$ cat src/rtl/life_pkg.sv
// ---------------------------------------------------------------------------
// life_pkg
// Shared definitions for the Game of Life map controller:
//   - sequencer state enum
//   - preset pattern identifiers
//   - cell-address tables of the preset patterns (address = y*16 + x)
//   - pulsar address generator (the 48-cell pulsar is built from two small
//     coordinate lists instead of a 48-entry table)
// ---------------------------------------------------------------------------
package life_pkg;

    typedef enum logic [2:0] {
        ST_IDLE,
        ST_GEN,
        ST_EDIT,
        ST_CLR,
        ST_LOAD,
        ST_FILL
    } state_e;

    typedef enum logic [1:0] {
        PAT_CLEAR  = 2'd0,
        PAT_GLIDER = 2'd1,
        PAT_LWSS   = 2'd2,
        PAT_PULSAR = 2'd3
    } pat_e;

    localparam int GLIDER_LEN = 5;
    localparam int LWSS_LEN   = 9;
    localparam int PULSAR_LEN = 48;

    // Entry 0 sits in the least significant byte.
    localparam logic [GLIDER_LEN*8-1:0] GLIDER_CELLS =
        {8'd33, 8'd32, 8'd18, 8'd17, 8'd0};
    localparam logic [LWSS_LEN*8-1:0] LWSS_CELLS =
        {8'd153, 8'd152, 8'd151, 8'd150, 8'd137, 8'd133, 8'd121, 8'd104, 8'd101};

    // Pulsar in its 13x13 bounding box: live cells lie on rows {0,5,7,12}
    // across columns {2,3,4,8,9,10}, plus the transpose of that set.
    localparam logic [15:0] PULSAR_EDGE = {4'd12, 4'd7, 4'd5, 4'd0};
    localparam logic [23:0] PULSAR_SPAN = {4'd10, 4'd9, 4'd8, 4'd4, 4'd3, 4'd2};
    // Offset of the bounding box so the pulsar sits in the middle of 16x16.
    localparam logic [3:0]  PULSAR_ORG  = 4'd1;

    // Indices 0..23 walk the horizontal bars, 24..47 the vertical bars.
    function automatic logic [7:0] pulsar_addr(input logic [5:0] idx);
        logic [5:0] j;
        logic [5:0] q;
        logic [5:0] m;
        logic [3:0] e;
        logic [3:0] s;
        logic [3:0] row;
        logic [3:0] col;
        j = (idx >= 6'd24) ? (idx - 6'd24) : idx;
        q = j / 6'd6;
        m = j % 6'd6;
        e = PULSAR_EDGE[{q[1:0], 2'b00} +: 4];
        s = PULSAR_SPAN[{m[2:0], 2'b00} +: 4];
        if (idx < 6'd24) begin
            row = e;
            col = s;
        end else begin
            row = s;
            col = e;
        end
        return {row + PULSAR_ORG, col + PULSAR_ORG};
    endfunction

endpackage

$ cat src/rtl/life_ctrl_if.sv
// ---------------------------------------------------------------------------
// life_ctrl_if
// Bundle between user controls / rate counter (master side) and the
// life_ctrl sequencer (slave side).
//   requests : run, tick, step_req, edit_req, edit_x, edit_y, pat_req,
//              pat_sel, rand_req
//   commands : gen_en, map_clr, wr_en, wr_op, wr_addr, wr_data
//   status   : busy, gen_count, overrun
// ---------------------------------------------------------------------------
interface life_ctrl_if;
    logic        run;
    logic        tick;
    logic        step_req;
    logic        edit_req;
    logic [3:0]  edit_x;
    logic [3:0]  edit_y;
    logic        pat_req;
    logic [1:0]  pat_sel;
    logic        rand_req;

    logic        gen_en;
    logic        map_clr;
    logic        wr_en;
    logic        wr_op;
    logic [7:0]  wr_addr;
    logic        wr_data;
    logic        busy;
    logic [15:0] gen_count;
    logic        overrun;

    modport master (
        output run, tick, step_req, edit_req, edit_x, edit_y,
               pat_req, pat_sel, rand_req,
        input  gen_en, map_clr, wr_en, wr_op, wr_addr, wr_data,
               busy, gen_count, overrun
    );

    modport slave (
        input  run, tick, step_req, edit_req, edit_x, edit_y,
               pat_req, pat_sel, rand_req,
        output gen_en, map_clr, wr_en, wr_op, wr_addr, wr_data,
               busy, gen_count, overrun
    );
endinterface

$ cat src/rtl/life_pattern_rom.sv
// ---------------------------------------------------------------------------
// life_pattern_rom
// Combinational lookup of preset pattern cells.
//   pat_sel : pattern to read
//   index   : cell number within the pattern
//   addr    : cell address (y*16 + x)
//   last    : index is the final cell of the pattern (also 1 for the empty
//             pattern and for out-of-range indices, so a walk always ends)
// ---------------------------------------------------------------------------
module life_pattern_rom
    import life_pkg::*;
(
    input  pat_e       pat_sel,
    input  logic [5:0] index,
    output logic [7:0] addr,
    output logic       last
);

    always_comb begin
        addr = '0;
        last = 1'b1;
        case (pat_sel)
            PAT_GLIDER: begin
                if (index < 6'(GLIDER_LEN)) begin
                    addr = GLIDER_CELLS[{index[2:0], 3'b000} +: 8];
                    last = (index == 6'(GLIDER_LEN - 1));
                end
            end
            PAT_LWSS: begin
                if (index < 6'(LWSS_LEN)) begin
                    addr = LWSS_CELLS[{index[3:0], 3'b000} +: 8];
                    last = (index == 6'(LWSS_LEN - 1));
                end
            end
            PAT_PULSAR: begin
                addr = pulsar_addr(index);
                last = (index >= 6'(PULSAR_LEN - 1));
            end
            default: begin
                addr = '0;
                last = 1'b1;
            end
        endcase
    end

endmodule

$ cat src/rtl/life_ctrl.sv
// ---------------------------------------------------------------------------
// life_ctrl
// Sequencer and single write-port arbiter for the 16x16 Life map. Latches
// one-deep requests (generation, cell toggle, pattern load, random fill),
// grants them by fixed priority and drives exactly one map command per cycle.
//   clk, rst : clock, asynchronous active-high reset
//   bus      : life_ctrl_if slave (requests in, commands/status out)
// All outputs are registered from the next-state values, so a command is
// visible in the same cycle the state register holds its state.
// ---------------------------------------------------------------------------
module life_ctrl
    import life_pkg::*;
#(
    parameter int          N_CELLS     = 256,
    parameter int          RAND_THRESH = 410,
    parameter logic [15:0] LFSR_SEED   = 16'hACE1
) (
    input  logic          clk,
    input  logic          rst,
    life_ctrl_if.slave    bus
);

    localparam logic [7:0]  FILL_LAST = 8'(N_CELLS - 1);
    localparam logic [10:0] THRESH    = 11'(RAND_THRESH);

    state_e      state_reg, state_next;
    logic        gen_p_reg, gen_p_next;
    logic        edit_p_reg, edit_p_next;
    logic        pat_p_reg, pat_p_next;
    logic        rand_p_reg, rand_p_next;
    logic [7:0]  edit_addr_reg, edit_addr_next;
    pat_e        pat_sel_reg, pat_sel_next;   // captured with the request
    pat_e        pat_act_reg, pat_act_next;   // pattern being loaded
    logic [5:0]  idx_reg, idx_next;
    logic        last_reg;
    logic [7:0]  fill_addr_reg, fill_addr_next;
    logic [15:0] lfsr_reg, lfsr_next;
    logic [15:0] gen_count_reg, gen_count_next;

    logic        gen_en_reg, gen_en_next;
    logic        map_clr_reg, map_clr_next;
    logic        wr_en_reg, wr_en_next;
    logic        wr_op_reg, wr_op_next;
    logic [7:0]  wr_addr_reg, wr_addr_next;
    logic        wr_data_reg, wr_data_next;
    logic        busy_reg, busy_next;
    logic        overrun_reg, overrun_next;

    logic        gen_req;
    logic [7:0]  rom_addr;
    logic        rom_last;

    // The ROM is addressed with the upcoming index so its cell lands in the
    // output register together with the LOAD state. Its last flag is kept
    // alongside so LOAD knows when the cell on the port is the final one.
    life_pattern_rom u_rom (
        .pat_sel (pat_act_next),
        .index   (idx_next),
        .addr    (rom_addr),
        .last    (rom_last)
    );

    assign gen_req   = bus.run ? bus.tick : bus.step_req;
    assign lfsr_next = {lfsr_reg[14:0],
                        lfsr_reg[15] ^ lfsr_reg[13] ^ lfsr_reg[12] ^ lfsr_reg[10]};

    // Next state, grants and request latching
    always_comb begin
        state_next     = state_reg;
        idx_next       = idx_reg;
        fill_addr_next = fill_addr_reg;
        pat_act_next   = pat_act_reg;
        gen_p_next     = gen_p_reg;
        edit_p_next    = edit_p_reg;
        pat_p_next     = pat_p_reg;
        rand_p_next    = rand_p_reg;
        edit_addr_next = edit_addr_reg;
        pat_sel_next   = pat_sel_reg;
        overrun_next   = bus.run & bus.tick & gen_p_reg;

        case (state_reg)
            ST_IDLE: begin
                // Edit-mode requests are only eligible while stopped; a
                // rising run discards them in the same cycle.
                if (pat_p_reg && !bus.run) begin
                    state_next   = ST_CLR;
                    pat_p_next   = 1'b0;
                    pat_act_next = pat_sel_reg;
                end else if (rand_p_reg && !bus.run) begin
                    state_next     = ST_FILL;
                    rand_p_next    = 1'b0;
                    fill_addr_next = '0;
                end else if (edit_p_reg && !bus.run) begin
                    state_next  = ST_EDIT;
                    edit_p_next = 1'b0;
                end else if (gen_p_reg) begin
                    state_next = ST_GEN;
                    gen_p_next = 1'b0;
                end
            end
            ST_GEN, ST_EDIT: state_next = ST_IDLE;
            ST_CLR: begin
                if (pat_act_reg == PAT_CLEAR) begin
                    state_next = ST_IDLE;
                end else begin
                    state_next = ST_LOAD;
                    idx_next   = '0;
                end
            end
            ST_LOAD: begin
                if (last_reg) state_next = ST_IDLE;
                else          idx_next   = idx_reg + 6'd1;
            end
            ST_FILL: begin
                if (fill_addr_reg == FILL_LAST) state_next = ST_IDLE;
                else fill_addr_next = fill_addr_reg + 8'd1;
            end
            default: state_next = ST_IDLE;
        endcase

        // A request whose flag is already set (even if granted this cycle)
        // is dropped; only a dropped tick is reported.
        if (gen_req && !gen_p_reg) gen_p_next = 1'b1;

        if (bus.run) begin
            edit_p_next = 1'b0;
            pat_p_next  = 1'b0;
            rand_p_next = 1'b0;
        end else begin
            if (bus.edit_req && !edit_p_reg) begin
                edit_p_next    = 1'b1;
                edit_addr_next = {bus.edit_y, bus.edit_x};
            end
            if (bus.pat_req && !pat_p_reg) begin
                pat_p_next   = 1'b1;
                pat_sel_next = pat_e'(bus.pat_sel);
            end
            if (bus.rand_req && !rand_p_reg) rand_p_next = 1'b1;
        end
    end

    // Outputs for the state about to be entered
    always_comb begin
        gen_en_next    = 1'b0;
        map_clr_next   = 1'b0;
        wr_en_next     = 1'b0;
        wr_op_next     = 1'b0;
        wr_addr_next   = '0;
        wr_data_next   = 1'b0;
        gen_count_next = gen_count_reg;
        busy_next      = (state_next != ST_IDLE);

        case (state_next)
            ST_GEN: begin
                gen_en_next    = 1'b1;
                gen_count_next = gen_count_reg + 16'd1;
            end
            ST_EDIT: begin
                wr_en_next   = 1'b1;
                wr_op_next   = 1'b1;
                wr_addr_next = edit_addr_reg;
            end
            ST_CLR: begin
                map_clr_next   = 1'b1;
                gen_count_next = '0;
            end
            ST_LOAD: begin
                wr_en_next   = 1'b1;
                wr_data_next = 1'b1;
                wr_addr_next = rom_addr;
            end
            ST_FILL: begin
                wr_en_next   = 1'b1;
                wr_addr_next = fill_addr_next;
                wr_data_next = ({1'b0, lfsr_reg[9:0]} < THRESH);
                if (state_reg == ST_IDLE) gen_count_next = '0;
            end
            default: ;
        endcase
    end

    always_ff @(posedge clk or posedge rst) begin
        if (rst) begin
            state_reg     <= ST_IDLE;
            gen_p_reg     <= 1'b0;
            edit_p_reg    <= 1'b0;
            pat_p_reg     <= 1'b0;
            rand_p_reg    <= 1'b0;
            edit_addr_reg <= '0;
            pat_sel_reg   <= PAT_CLEAR;
            pat_act_reg   <= PAT_CLEAR;
            idx_reg       <= '0;
            last_reg      <= 1'b0;
            fill_addr_reg <= '0;
            lfsr_reg      <= LFSR_SEED;
            gen_count_reg <= '0;
            gen_en_reg    <= 1'b0;
            map_clr_reg   <= 1'b0;
            wr_en_reg     <= 1'b0;
            wr_op_reg     <= 1'b0;
            wr_addr_reg   <= '0;
            wr_data_reg   <= 1'b0;
            busy_reg      <= 1'b0;
            overrun_reg   <= 1'b0;
        end else begin
            state_reg     <= state_next;
            gen_p_reg     <= gen_p_next;
            edit_p_reg    <= edit_p_next;
            pat_p_reg     <= pat_p_next;
            rand_p_reg    <= rand_p_next;
            edit_addr_reg <= edit_addr_next;
            pat_sel_reg   <= pat_sel_next;
            pat_act_reg   <= pat_act_next;
            idx_reg       <= idx_next;
            last_reg      <= rom_last;
            fill_addr_reg <= fill_addr_next;
            lfsr_reg      <= lfsr_next;
            gen_count_reg <= gen_count_next;
            gen_en_reg    <= gen_en_next;
            map_clr_reg   <= map_clr_next;
            wr_en_reg     <= wr_en_next;
            wr_op_reg     <= wr_op_next;
            wr_addr_reg   <= wr_addr_next;
            wr_data_reg   <= wr_data_next;
            busy_reg      <= busy_next;
            overrun_reg   <= overrun_next;
        end
    end

    assign bus.gen_en    = gen_en_reg;
    assign bus.map_clr   = map_clr_reg;
    assign bus.wr_en     = wr_en_reg;
    assign bus.wr_op     = wr_op_reg;
    assign bus.wr_addr   = wr_addr_reg;
    assign bus.wr_data   = wr_data_reg;
    assign bus.busy      = busy_reg;
    assign bus.gen_count = gen_count_reg;
    assign bus.overrun   = overrun_reg;

endmodule

$ cat src/flat_wrapper.sv
// flat-port wrapper written by rule: the top's interface ports become plain ports
module life_ctrl_flat import life_pkg::*;
#(
    parameter int          N_CELLS     = 256,
    parameter int          RAND_THRESH = 410,
    parameter logic [15:0] LFSR_SEED   = 16'hACE1
)
  (clk, rst, bus_run, bus_tick, bus_step_req, bus_edit_req, bus_edit_x, bus_edit_y, bus_pat_req, bus_pat_sel, bus_rand_req, bus_gen_en, bus_map_clr, bus_wr_en, bus_wr_op, bus_wr_addr, bus_wr_data, bus_busy, bus_gen_count, bus_overrun);
  life_ctrl_if bus_i ();
  input  logic clk;
  input  logic rst;
  input wire logic [$bits(bus_i.run)-1:0] bus_run;
  input wire logic [$bits(bus_i.tick)-1:0] bus_tick;
  input wire logic [$bits(bus_i.step_req)-1:0] bus_step_req;
  input wire logic [$bits(bus_i.edit_req)-1:0] bus_edit_req;
  input wire logic [$bits(bus_i.edit_x)-1:0] bus_edit_x;
  input wire logic [$bits(bus_i.edit_y)-1:0] bus_edit_y;
  input wire logic [$bits(bus_i.pat_req)-1:0] bus_pat_req;
  input wire logic [$bits(bus_i.pat_sel)-1:0] bus_pat_sel;
  input wire logic [$bits(bus_i.rand_req)-1:0] bus_rand_req;
  output wire logic [$bits(bus_i.gen_en)-1:0] bus_gen_en;
  output wire logic [$bits(bus_i.map_clr)-1:0] bus_map_clr;
  output wire logic [$bits(bus_i.wr_en)-1:0] bus_wr_en;
  output wire logic [$bits(bus_i.wr_op)-1:0] bus_wr_op;
  output wire logic [$bits(bus_i.wr_addr)-1:0] bus_wr_addr;
  output wire logic [$bits(bus_i.wr_data)-1:0] bus_wr_data;
  output wire logic [$bits(bus_i.busy)-1:0] bus_busy;
  output wire logic [$bits(bus_i.gen_count)-1:0] bus_gen_count;
  output wire logic [$bits(bus_i.overrun)-1:0] bus_overrun;
  assign bus_i.run = bus_run;
  assign bus_i.tick = bus_tick;
  assign bus_i.step_req = bus_step_req;
  assign bus_i.edit_req = bus_edit_req;
  assign bus_i.edit_x = bus_edit_x;
  assign bus_i.edit_y = bus_edit_y;
  assign bus_i.pat_req = bus_pat_req;
  assign bus_i.pat_sel = bus_pat_sel;
  assign bus_i.rand_req = bus_rand_req;
  assign bus_gen_en = bus_i.gen_en;
  assign bus_map_clr = bus_i.map_clr;
  assign bus_wr_en = bus_i.wr_en;
  assign bus_wr_op = bus_i.wr_op;
  assign bus_wr_addr = bus_i.wr_addr;
  assign bus_wr_data = bus_i.wr_data;
  assign bus_busy = bus_i.busy;
  assign bus_gen_count = bus_i.gen_count;
  assign bus_overrun = bus_i.overrun;
  life_ctrl #(.N_CELLS(N_CELLS), .RAND_THRESH(RAND_THRESH), .LFSR_SEED(LFSR_SEED)) u_core (.clk(clk), .rst(rst), .bus(bus_i));
endmodule
$ cat config.mk
export PLATFORM = sky130hd
export DESIGN_NAME = life_ctrl_flat
export DESIGN_NICKNAME = d
export VERILOG_FILES = /design/src/rtl/life_pkg.sv /design/src/rtl/life_ctrl_if.sv /design/src/rtl/life_pattern_rom.sv /design/src/rtl/life_ctrl.sv /design/src/flat_wrapper.sv
export SDC_FILE = /design/constraint.sdc
export NUM_CORES = 1
export LEC_CHECK = 0
export BUFFER_PORTS_ARGS = -buffer_cell sky130_fd_sc_hd__buf_4
export CAP_MARGIN = 10
export CORE_ASPECT_RATIO = 1.25
export CORE_MARGIN = 2
export CORE_UTILIZATION = 50
export CTS_BUF_LIST = sky130_fd_sc_hd__clkbuf_4
export DETAILED_ROUTE_END_ITERATION = 10
export GPL_TIMING_DRIVEN = 0
export PLACE_DENSITY = 0.66
export SETUP_SLACK_MARGIN = 0.2
export SLEW_MARGIN = 25
export SYNTH_ARGS = -nofsm -noshare
export SYNTH_HDL_FRONTEND = slang
export SYNTH_SLANG_ARGS = --single-unit
$ cat constraint.sdc
create_clock -name clk -period 9.62 [get_ports clk]
set_input_delay 0.962 -clock clk [delete_from_list [all_inputs] [get_ports clk]]
set_output_delay 0.962 -clock clk [all_outputs]
set_load 0.05 [all_outputs]
==> flow_summary.html, run 1 <==
<table>
<tr><th>Metric</th><th>Value</th></tr>
<tr><th colspan="2">Outcome</th></tr>
<tr><td>Outcome</td><td>finished clean</td></tr>
<tr><th colspan="2">Logic synthesis</th></tr>
<tr><td>Total nets after synthesis</td><td>468</td></tr>
<tr><td>Number of warnings reported in the yosys synthesis log</td><td>0</td></tr>
<tr><td>Synthesis-stage register bit count</td><td>81</td></tr>
<tr><td>Mapped Cells</td><td>434</td></tr>
<tr><td>Number of unique standard cell types used by synthesis</td><td>73</td></tr>
<tr><td>Post-synthesis instance area</td><td>about 0.0043 mm^2</td></tr>
<tr><td>Post-synth EDFFs</td><td>0</td></tr>
<tr><td>Dominant synthesized flop cell</td><td>sky130_fd_sc_hd__dfrtp_1</td></tr>
<tr><td>Async SR Flop Fraction</td><td>1.00</td></tr>
<tr><td>Proportion of synthesized chip area in sequential cells</td><td>0.469</td></tr>
<tr><td>Mean instance size in the synthesized netlist</td><td>10.0 um^2</td></tr>
<tr><th colspan="2">Finish</th></tr>
<tr><td>Layout cells sized above 1</td><td>0.221</td></tr>
<tr><td>Reg area</td><td>approximately 0.002 mm^2</td></tr>
<tr><td>Filler-free cell count of the finished design</td><td>598</td></tr>
<tr><td>Number of filler instances in the final layout</td><td>753</td></tr>
<tr><td>Relative area change from synthesis to final layout</td><td>16.0%</td></tr>
<tr><td>Top library cells by usage in the layout, fill and taps aside</td><td>73 x sky130_fd_sc_hd__dfrtp_1, 48 x sky130_fd_sc_hd__buf_4, 44 x sky130_fd_sc_hd__nand2_1</td></tr>
<tr><td>Most common cell after layout, fill and taps aside</td><td>sky130_fd_sc_hd__dfrtp_1</td></tr>
<tr><td>Net count reported at finish</td><td>527</td></tr>
<tr><td>Multi-input gate area</td><td>0.00216 mm^2</td></tr>
<tr><td>Antenna diodes</td><td>0</td></tr>
<tr><th colspan="2">Setup path</th></tr>
<tr><td>Worst stage delay on the critical path</td><td>0.54 ns</td></tr>
<tr><td>Most common cell type on the critical path</td><td>sky130_fd_sc_hd__ha_1</td></tr>
<tr><td>Kind of cell adding the most delay to the critical path</td><td>simple AND/OR/NAND/NOR gates</td></tr>
<tr><td>Arrival time reported for the critical path endpoint</td><td>6.51 ns</td></tr>
<tr><td>Setup CP Type</td><td>reg -&gt; reg</td></tr>
<tr><td>Crit-path slowest cell</td><td>sky130_fd_sc_hd__nor4b_2</td></tr>
<tr><td>Logic depth of the worst path, buffers included</td><td>23</td></tr>
<tr><td>Total buffers and inverters traversed by the critical path</td><td>4</td></tr>
<tr><td>Crit. Startpoint</td><td>u_core.state_reg[1]</td></tr>
<tr><td>Setup slack, reg-to-reg</td><td>3.40 ns</td></tr>
<tr><td>Worst flop-to-flop path endpoint</td><td>u_core.bus.wr_addr[5]</td></tr>
<tr><td>Maximum fanout count along the critical path</td><td>11</td></tr>
<tr><td>Worst-case reg-to-reg path depth</td><td>23</td></tr>
<tr><td>Worst Setup End Kind</td><td>flip-flop</td></tr>
<tr><td>Worst Setup Start Kind</td><td>flip-flop</td></tr>
<tr><td>Worst R2R Start</td><td>u_core.state_reg[1]</td></tr>
<tr><td>Critical Path End</td><td>u_core.bus.wr_addr[5]</td></tr>
<tr><td>Required arrival time at the worst endpoint</td><td>9.91 ns</td></tr>
<tr><td>Cells along the critical path</td><td>nor4b_2 &gt; a41oi_1 &gt; or2_2 &gt; buf_6 &gt; inv_2 &gt; clkbuf_1 &gt; ha_1 &gt; nor2b_1 &gt; a21oi_1 &gt; o211ai_1 &gt; o31ai_4 &gt; ha_1 &gt; nand2_1 &gt; and4b_4 &gt; mux2i_2 &gt; o21ai_0 &gt; nand2_1 &gt; ha_1 &gt; mux2i_1 &gt; inv_1 &gt; ha_1 &gt; a222oi_1 &gt; o21ai_0</td></tr>
<tr><th colspan="2">Pwr</th></tr>
<tr><td>Cell internal pwr</td><td>0.773 mW</td></tr>
<tr><td>Relative contribution of the clock network to total power</td><td>0.186</td></tr>
<tr><td>Maximum ir drop on the vdd rail</td><td>0.000185 V</td></tr>
<tr><td>Total power divided by cell area</td><td>about 270 mW/mm^2</td></tr>
<tr><td>Fraction of power spent switching nets</td><td>0.434</td></tr>
<tr><td>Comb power frac</td><td>0.461</td></tr>
<tr><td>Sw Pwr</td><td>approximately 0.59 mW</td></tr>
<tr><td>Seq pwr share</td><td>0.352</td></tr>
<tr><td>Leakage dissipation</td><td>between 2 and 2.5 nW</td></tr>
<tr><th colspan="2">Placement</th></tr>
<tr><td>Detailed Place HPWL</td><td>7110 um</td></tr>
<tr><td>Last weighted congestion value of the routability-driven placer</td><td>0.880</td></tr>
<tr><td>Port buffer count</td><td>47</td></tr>
<tr><td>Total placed cells including tap cells</td><td>582</td></tr>
<tr><th colspan="2">STA</th></tr>
<tr><td>Pin slew with the least headroom to its limit</td><td>between 0.8 and 0.9 ns</td></tr>
<tr><td>Setup total negative slack</td><td>0 ns</td></tr>
<tr><td>Worst slew margin</td><td>0.459</td></tr>
<tr><td>Max Slew Vio Count</td><td>0</td></tr>
<tr><td>Max Freq</td><td>161 MHz</td></tr>
<tr><td>Time the final worst path needs with I/O delays and setup</td><td>between 6 and 7 ns</td></tr>
<tr><td>Final setup violation count</td><td>0</td></tr>
<tr><td>Number of hold violations in the final report</td><td>0</td></tr>
<tr><td>Worst clock skew</td><td>0.0207 ns</td></tr>
<tr><td>Period Utilization, post-route</td><td>0.646</td></tr>
<tr><td>RSZ-0062 raised after global routing</td><td>no</td></tr>
<tr><th colspan="2">Floorplanning</th></tr>
<tr><td>Die Y-Extent</td><td>108 um</td></tr>
<tr><td>Initial Utilization</td><td>0.507</td></tr>
<tr><td>Die width</td><td>~87 um</td></tr>
<tr><td>Ports placed on the boundary</td><td>49</td></tr>
<tr><td>Area of the core</td><td>between 0.008 and 0.009 mm^2</td></tr>
<tr><td>Die area</td><td>0.00944 mm^2</td></tr>
<tr><td>Cell row count</td><td>38</td></tr>
<tr><th colspan="2">GRT</th></tr>
<tr><td>Global route total overflow</td><td>0</td></tr>
<tr><td>Pin count of the biggest net entering global routing</td><td>54</td></tr>
<tr><td>First-pass GRT wire length</td><td>16,000 um</td></tr>
<tr><td>Met3 Resource Use GR</td><td>0.0519</td></tr>
<tr><td>Met1 track demand over resource in global routing</td><td>0.267</td></tr>
<tr><td>Most congested layer reported by global routing</td><td>met2</td></tr>
<tr><td>Global routing usage summed across all routing layers</td><td>0.215</td></tr>
<tr><td>Number of global-route vias before repair</td><td>about 3,500</td></tr>
<tr><td>Antenna violations before repair</td><td>0</td></tr>
<tr><td>Met2 Track Usage GR</td><td>0.362</td></tr>
<tr><th colspan="2">CTS</th></tr>
<tr><td>Clock transition time at the flip-flop clock pins of the worst setup and hold paths</td><td>~0.13 ns</td></tr>
<tr><td>Number of buffers inserted by post-CTS setup repair</td><td>0</td></tr>
<tr><td>CTS tree</td><td>yes</td></tr>
<tr><td>Root cell of the clock tree</td><td>sky130_fd_sc_hd__clkbuf_4</td></tr>
<tr><td>Later-pin clock latency in the skew report</td><td>0.43 ns</td></tr>
<tr><td>Number of levels in the clock H-tree</td><td>3</td></tr>
<tr><td>Number of gates resized after cts</td><td>0</td></tr>
<tr><td>Number of buffers created by CTS</td><td>9</td></tr>
<tr><td>Maximum count of clock buffers along a single path</td><td>2</td></tr>
<tr><td>Clk sinks</td><td>81</td></tr>
<tr><td>Hold_buf cts</td><td>0</td></tr>
<tr><th colspan="2">Routing</th></tr>
<tr><td>Detailed-router iteration count before antenna repair</td><td>5</td></tr>
<tr><td>Overall routed net length</td><td>between 9000 and 10,000 um</td></tr>
<tr><td>Post-DRT Antenna Nets</td><td>0</td></tr>
<tr><td>Total DRC errors in the routed layout</td><td>0</td></tr>
<tr><td>Via total after detailed routing</td><td>3,480</td></tr>
<tr><td>Vias per std cell</td><td>5.82</td></tr>
<tr><td>Per-cell routed wire length</td><td>roughly 16 um</td></tr>
<tr><td>Initial detailed-routing violation count</td><td>143</td></tr>
<tr><th colspan="2">Flow run</th></tr>
<tr><td>Max cap viols</td><td>0</td></tr>
<tr><th colspan="2">Min path</th></tr>
<tr><td>Class of the most critical hold timing path</td><td>reg -&gt; reg</td></tr>
</table>
[worst register-to-register path, stage by stage, from the launching register on]
cell	delay, ns
sky130_fd_sc_hd__dfrtp_1	0.48
sky130_fd_sc_hd__nor4b_2	0.55
sky130_fd_sc_hd__a41oi_1	0.19
sky130_fd_sc_hd__or2_2	0.31
sky130_fd_sc_hd__buf_6	0.15
sky130_fd_sc_hd__inv_2	0.09
sky130_fd_sc_hd__clkbuf_1	0.43
sky130_fd_sc_hd__ha_1	0.36
sky130_fd_sc_hd__nor2b_1	0.42
sky130_fd_sc_hd__a21oi_1	0.14
sky130_fd_sc_hd__o211ai_1	0.18
sky130_fd_sc_hd__o31ai_4	0.16
sky130_fd_sc_hd__ha_1	0.24
sky130_fd_sc_hd__nand2_1	0.08
sky130_fd_sc_hd__and4b_4	0.24
sky130_fd_sc_hd__mux2i_2	0.45
sky130_fd_sc_hd__o21ai_0	0.17
sky130_fd_sc_hd__nand2_1	0.13
sky130_fd_sc_hd__ha_1	0.25
sky130_fd_sc_hd__mux2i_1	0.29
sky130_fd_sc_hd__inv_1	0.08
sky130_fd_sc_hd__ha_1	0.29
sky130_fd_sc_hd__a222oi_1	0.30
sky130_fd_sc_hd__o21ai_0	0.13
[power groups by stage]
stage	sequential, mW	clock [mW]	combinational (mW)
after floorplan	0.569	0	0.370
after global placement	0.485	0	0.613
after detailed placement	0.487	0	0.625
after CTS	0.480	0.259	0.630
after global routing	0.491	0.275	0.700
final	0.481	0.254	0.630
[logic make-up (layout without fill, tap and decap cells)]
| logic type | after synthesis | count (layout) | synth area share |
|---|---|---|---|
| compound gates | 108 | 108 | 0.173 |
| xor+xnor | 22 | 22 | 0.0444 |
| fa+ha+maj | 16 | 16 | 0.0461 |
| buf+inv | 31 | 95 | 0.0317 |
| flops | 81 | 81 | 0.469 |
| mux | 23 | 23 | 0.0591 |
| simple gates | 153 | 153 | 0.176 |
[final cells by class]
cell class / count / share of cell area
inverter: 19 / 0.0147
timing repair buffer: 48 / 0.0756
clock inverter: 5 / 0.0206
buffer: 12 / 0.0132
sequential: 81 / 0.405
clock buffer: 11 / 0.0164
multi-input combinational: 322 / 0.430
tap: 100 / 0.0249
[through the flow]
stage	setup WS [ns]	utilization	instance area, um^2	hold WS (ns)	total power [mW]
after floorplan	4.35	-	4340	0.333	0.939
after global placement	3.65	0.563	4820	0.338	1.10
after detailed placement	3.58	0.566	4850	0.339	1.11
after CTS	3.51	0.588	5030	0.362	1.37
after global routing	2.99	0.588	5030	0.373	1.47
final	3.40	0.588	5030	0.366	1.37
[worst min-delay path by stage]
stage | startpoint | endpoint | slack, ns | cells past startpoint
4_1_cts | u_core.lfsr_reg[5] | u_core.lfsr_reg[6] | 0.36 | 0
2_1_floorplan | u_core.lfsr_reg[14] | u_core.lfsr_reg[15] | 0.33 | 0
3_3_place_gp | u_core.lfsr_reg[14] | u_core.lfsr_reg[15] | 0.34 | 0
6_report | u_core.lfsr_reg[5] | u_core.lfsr_reg[6] | 0.37 | 0
5_1_grt | u_core.lfsr_reg[5] | u_core.lfsr_reg[6] | 0.37 | 0
3_5_place_dp | u_core.lfsr_reg[14] | u_core.lfsr_reg[15] | 0.34 | 0
[routing by layer]
layer / vias up / wire length, um
met5: - / 0
met2: 81 / 4800
met3: 13 / 321
met1: 1690 / 4290
met4: 0 / 182
li1: 1696 / -
[synthesized netlist by cell type (4+ instances only)]
cell / n / area, um^2
sky130_fd_sc_hd__nor2_1: 41 / 154
sky130_fd_sc_hd__dfstp_2: 8 / 210
sky130_fd_sc_hd__dfrtp_1: 73 / 1830
sky130_fd_sc_hd__xor2_1: 15 / 131
sky130_fd_sc_hd__a211oi_1: 5 / 37.5
sky130_fd_sc_hd__nor2b_1: 6 / 37.5
sky130_fd_sc_hd__a21oi_1: 23 / 115
sky130_fd_sc_hd__mux2_2: 14 / 158
sky130_fd_sc_hd__and3_1: 11 / 68.8
sky130_fd_sc_hd__clkbuf_1: 6 / 22.5
sky130_fd_sc_hd__a222oi_1: 4 / 40.0
sky130_fd_sc_hd__nand2_1: 44 / 165
sky130_fd_sc_hd__nand3_1: 16 / 80.1
sky130_fd_sc_hd__o211ai_1: 4 / 30.0
sky130_fd_sc_hd__o21a_1: 4 / 30.0
sky130_fd_sc_hd__o21ai_0: 28 / 140
sky130_fd_sc_hd__mux2i_1: 7 / 70.1
sky130_fd_sc_hd__nor3_1: 7 / 35.0
sky130_fd_sc_hd__ha_1: 16 / 200
sky130_fd_sc_hd__nand4_1: 5 / 31.3
sky130_fd_sc_hd__xnor2_1: 7 / 61.3
sky130_fd_sc_hd__inv_1: 16 / 60.1
sky130_fd_sc_hd__a31oi_1: 4 / 25.0
(Power assumes the default switching activity.)
==> run 2: changes to the inputs <==
- PLACE_DENSITY: 0.66 -> 0.69
- clock period: 9.62 -> 5.1 ns (I/O delays scaled with it)
==> flow_summary.html, run 2 (synthesized netlist as in run 1, its figures left out) <==
<table>
<tr><th>Metric</th><th>Value</th></tr>
<tr><th colspan="2">Routing</th></tr>
<tr><td>Via total after detailed routing</td><td>3,566 (+2.5%)</td></tr>
<tr><td>Detailed-router iteration count before antenna repair</td><td>5 (unchanged)</td></tr>
<tr><td>Vias per std cell</td><td>5.77 (-0.84%)</td></tr>
<tr><td>Initial detailed-routing violation count</td><td>212 (+48%)</td></tr>
<tr><td>Per-cell routed wire length</td><td>16.3 um (+1.7%)</td></tr>
<tr><td>Overall routed net length</td><td>10,100 um (+5.1%)</td></tr>
<tr><td>Total DRC errors in the routed layout</td><td>0 (unchanged)</td></tr>
<tr><td>Post-DRT Antenna Nets</td><td>0 (unchanged)</td></tr>
<tr><th colspan="2">Pwr</th></tr>
<tr><td>Comb power frac</td><td>0.510 (+0.049)</td></tr>
<tr><td>Relative contribution of the clock network to total power</td><td>0.145 (-0.041)</td></tr>
<tr><td>Total power divided by cell area</td><td>495 mW/mm^2 (+82%)</td></tr>
<tr><td>Maximum ir drop on the vdd rail</td><td>0.000318 V (+72%)</td></tr>
<tr><td>Seq pwr share</td><td>0.345 (-0.007)</td></tr>
<tr><td>Total chip power</td><td>2.64 mW (+94%)</td></tr>
<tr><td>Leakage dissipation</td><td>2.47 nW (+4.2%)</td></tr>
<tr><td>Cell internal pwr</td><td>1.45 mW (+88%)</td></tr>
<tr><td>Fraction of power spent switching nets</td><td>0.451 (+0.0171)</td></tr>
<tr><td>Sw Pwr</td><td>1.19 mW (+100%)</td></tr>
<tr><th colspan="2">Setup path</th></tr>
<tr><td>Worst stage delay on the critical path</td><td>0.58 ns (+0.04 ns)</td></tr>
<tr><td>Most common cell type on the critical path</td><td>sky130_fd_sc_hd__or2_4</td></tr>
<tr><td>Required arrival time at the worst endpoint</td><td>5.39 ns (-4.52 ns)</td></tr>
<tr><td>Maximum fanout count along the critical path</td><td>5 (-6)</td></tr>
<tr><td>Cells along the critical path</td><td>or4b_4 &gt; buf_6 &gt; o32ai_2 &gt; or2_4 &gt; buf_8 &gt; inv_8 &gt; clkbuf_16 &gt; ha_4 &gt; or2_4 &gt; a211o_4 &gt; o31ai_4 &gt; ha_2 &gt; nand2_1 &gt; and4b_4 &gt; mux2i_4 &gt; or4_4 &gt; a32oi_4 &gt; mux2i_2 &gt; inv_1 &gt; ha_1 &gt; a222oi_1 &gt; o21ai_1</td></tr>
<tr><td>Setup slack, reg-to-reg</td><td>-0.02 ns (-3.42 ns)</td></tr>
<tr><td>Setup CP Type</td><td>reg -&gt; reg</td></tr>
<tr><td>Worst Setup Start Kind</td><td>flip-flop</td></tr>
<tr><td>Worst Setup End Kind</td><td>flip-flop</td></tr>
<tr><td>Kind of cell adding the most delay to the critical path</td><td>simple AND/OR/NAND/NOR gates</td></tr>
<tr><td>Total buffers and inverters traversed by the critical path</td><td>5 (+1)</td></tr>
<tr><td>Crit-path slowest cell</td><td>sky130_fd_sc_hd__or4_4</td></tr>
<tr><td>Arrival time reported for the critical path endpoint</td><td>5.41 ns (-1.10 ns)</td></tr>
<tr><th colspan="2">STA</th></tr>
<tr><td>Final setup violation count</td><td>1 (+1)</td></tr>
<tr><td>Time the final worst path needs with I/O delays and setup</td><td>5.12 ns (-1.10 ns)</td></tr>
<tr><td>Worst clock skew</td><td>0.0114 ns (-0.00929 ns)</td></tr>
<tr><td>Pin slew with the least headroom to its limit</td><td>0.818 ns (+0.00978 ns)</td></tr>
<tr><td>Setup total negative slack</td><td>-0.0181 ns (-0.0181 ns)</td></tr>
<tr><td>Max Slew Vio Count</td><td>0 (unchanged)</td></tr>
<tr><td>Period Utilization, post-route</td><td>1.00 (+0.357)</td></tr>
<tr><td>Final setup margin</td><td>-0.0181 ns (-3.42 ns)</td></tr>
<tr><td>RSZ-0062 raised after global routing</td><td>yes</td></tr>
<tr><td>Hold_ws</td><td>0.118 ns (-0.248 ns)</td></tr>
<tr><td>Max Freq</td><td>195 MHz (+21%)</td></tr>
<tr><td>Worst slew margin</td><td>0.452 (-0.00655)</td></tr>
<tr><td>Number of hold violations in the final report</td><td>0 (unchanged)</td></tr>
<tr><th colspan="2">Placement</th></tr>
<tr><td>Last weighted congestion value of the routability-driven placer</td><td>0.822 (-6.7%)</td></tr>
<tr><td>Port buffer count</td><td>47 (unchanged)</td></tr>
<tr><td>Detailed Place HPWL</td><td>7210 um (+1.4%)</td></tr>
<tr><td>Total placed cells including tap cells</td><td>582 (unchanged)</td></tr>
<tr><th colspan="2">GRT</th></tr>
<tr><td>Pin count of the biggest net entering global routing</td><td>42 (-22%)</td></tr>
<tr><td>First-pass GRT wire length</td><td>16,600 um (+4.3%)</td></tr>
<tr><td>Global routing usage summed across all routing layers</td><td>0.224 (+0.00908)</td></tr>
<tr><td>Antenna violations before repair</td><td>0 (unchanged)</td></tr>
<tr><td>Global route total overflow</td><td>0 (unchanged)</td></tr>
<tr><td>Number of global-route vias before repair</td><td>3,561 (+2.4%)</td></tr>
<tr><th colspan="2">Finish</th></tr>
<tr><td>Filler-free cell count of the finished design</td><td>618 (+3.3%)</td></tr>
<tr><td>Top library cells by usage in the layout, fill and taps aside</td><td>71 x sky130_fd_sc_hd__dfrtp_1, 67 x sky130_fd_sc_hd__buf_4, 44 x sky130_fd_sc_hd__nand2_1</td></tr>
<tr><td>Layout cells sized above 1</td><td>0.288 (+0.0668)</td></tr>
<tr><td>Relative area change from synthesis to final layout</td><td>23.1%</td></tr>
<tr><td>Antenna diodes</td><td>0 (unchanged)</td></tr>
<tr><td>Final design utilization</td><td>0.624 (+0.0358)</td></tr>
<tr><td>Number of filler instances in the final layout</td><td>712 (-5.4%)</td></tr>
<tr><td>Most common cell after layout, fill and taps aside</td><td>sky130_fd_sc_hd__dfrtp_1</td></tr>
<tr><td>Net count reported at finish</td><td>547 (+3.8%)</td></tr>
<tr><th colspan="2">Floorplanning</th></tr>
<tr><td>Initial Utilization</td><td>0.507 (unchanged)</td></tr>
<tr><td>Die width</td><td>87.3 um (unchanged)</td></tr>
<tr><td>Area of the core</td><td>0.00856 mm^2 (unchanged)</td></tr>
<tr><td>Cell row count</td><td>38 (unchanged)</td></tr>
<tr><td>Die area</td><td>0.00944 mm^2 (unchanged)</td></tr>
<tr><td>Die Y-Extent</td><td>108 um (unchanged)</td></tr>
<tr><td>Ports placed on the boundary</td><td>49 (unchanged)</td></tr>
<tr><th colspan="2">Min path</th></tr>
<tr><td>Class of the most critical hold timing path</td><td>in -&gt; async</td></tr>
<tr><th colspan="2">Outcome</th></tr>
<tr><td>Outcome</td><td>finished with violations</td></tr>
<tr><td>Violated checks</td><td>setup timing</td></tr>
<tr><th colspan="2">CTS</th></tr>
<tr><td>Maximum count of clock buffers along a single path</td><td>2 (unchanged)</td></tr>
<tr><td>Later-pin clock latency in the skew report</td><td>0.42 ns (about the same)</td></tr>
<tr><td>Number of buffers created by CTS</td><td>9 (unchanged)</td></tr>
<tr><td>Clk sinks</td><td>81 (unchanged)</td></tr>
<tr><td>Clock transition time at the flip-flop clock pins of the worst setup and hold paths</td><td>0.13 ns (about the same)</td></tr>
<tr><td>Hold_buf cts</td><td>0 (unchanged)</td></tr>
<tr><td>Root cell of the clock tree</td><td>sky130_fd_sc_hd__clkbuf_4</td></tr>
<tr><td>Number of levels in the clock H-tree</td><td>3 (unchanged)</td></tr>
<tr><td>CTS tree</td><td>yes</td></tr>
<tr><th colspan="2">Flow run</th></tr>
<tr><td>Max cap viols</td><td>0 (unchanged)</td></tr>
</table>
-- run 2: worst paths after layout --
check / startpoint / endpoint / depth (start not counted)
max in group asynchronous: rst / u_core.lfsr_reg[7] / 3
min in group clk: bus_edit_x[1] / u_core.edit_addr_reg[1] / 2
hold reg to reg: u_core.lfsr_reg[5] / u_core.lfsr_reg[6] / 0
setup / recovery: u_core.state_reg[1] / u_core.bus.wr_addr[5] / 22
hold / removal: rst / u_core.bus.gen_count[14] / 2
setup reg to reg: u_core.state_reg[1] / u_core.bus.wr_addr[5] / 22
-- run 2: repair_timing --
item / 4_1_cts / 5_1_grt
setup endpoints to repair: 8 / 8
pin swaps: 16 / 5
hold endpoints to repair: 0 / 0
setup buffers: 16 / 4
resized for setup: 18 / 9
-- run 2: layer usage --
layer,wire (um),track usage
met1,4330,0.286
met5,0,0
met3,361,0.0351
met2,5180,0.380
met4,204,0.0857
-- run 2: power by group through the flow --
stage          Combinational, mW  Clock [mW]  Sequential, mW
6_report                    1.35       0.384           0.911
5_1_grt                     1.48       0.427           0.930
4_1_cts                     1.29       0.394           0.908
3_5_place_dp                1.20           0           0.919
3_3_place_gp                1.18           0           0.911
2_1_floorplan              0.719           0            1.07
-- run 2: final cells by class --
cell class	instances	area (um^2)	share of cell area
plain buffers	12	91.3	0.0171
well taps	100	125	0.0234
multi-input cells	322	2330	0.436
clock inverters	6	68.8	0.0129
flip-flops and latches	81	2040	0.382
inverters	19	85.1	0.0159
clock buffers	10	75.1	0.0141
repair buffers	68	527	0.0986
-- run 2: metrics by stage --
stage	setup slack, ns	instance area, um^2
floorplan	0.0471	4410
finish	-0.0181	5340
global route	-0.237	5340
CTS	-0.0125	5270
global placement	-0.466	4890
detailed placement	-0.516	4910
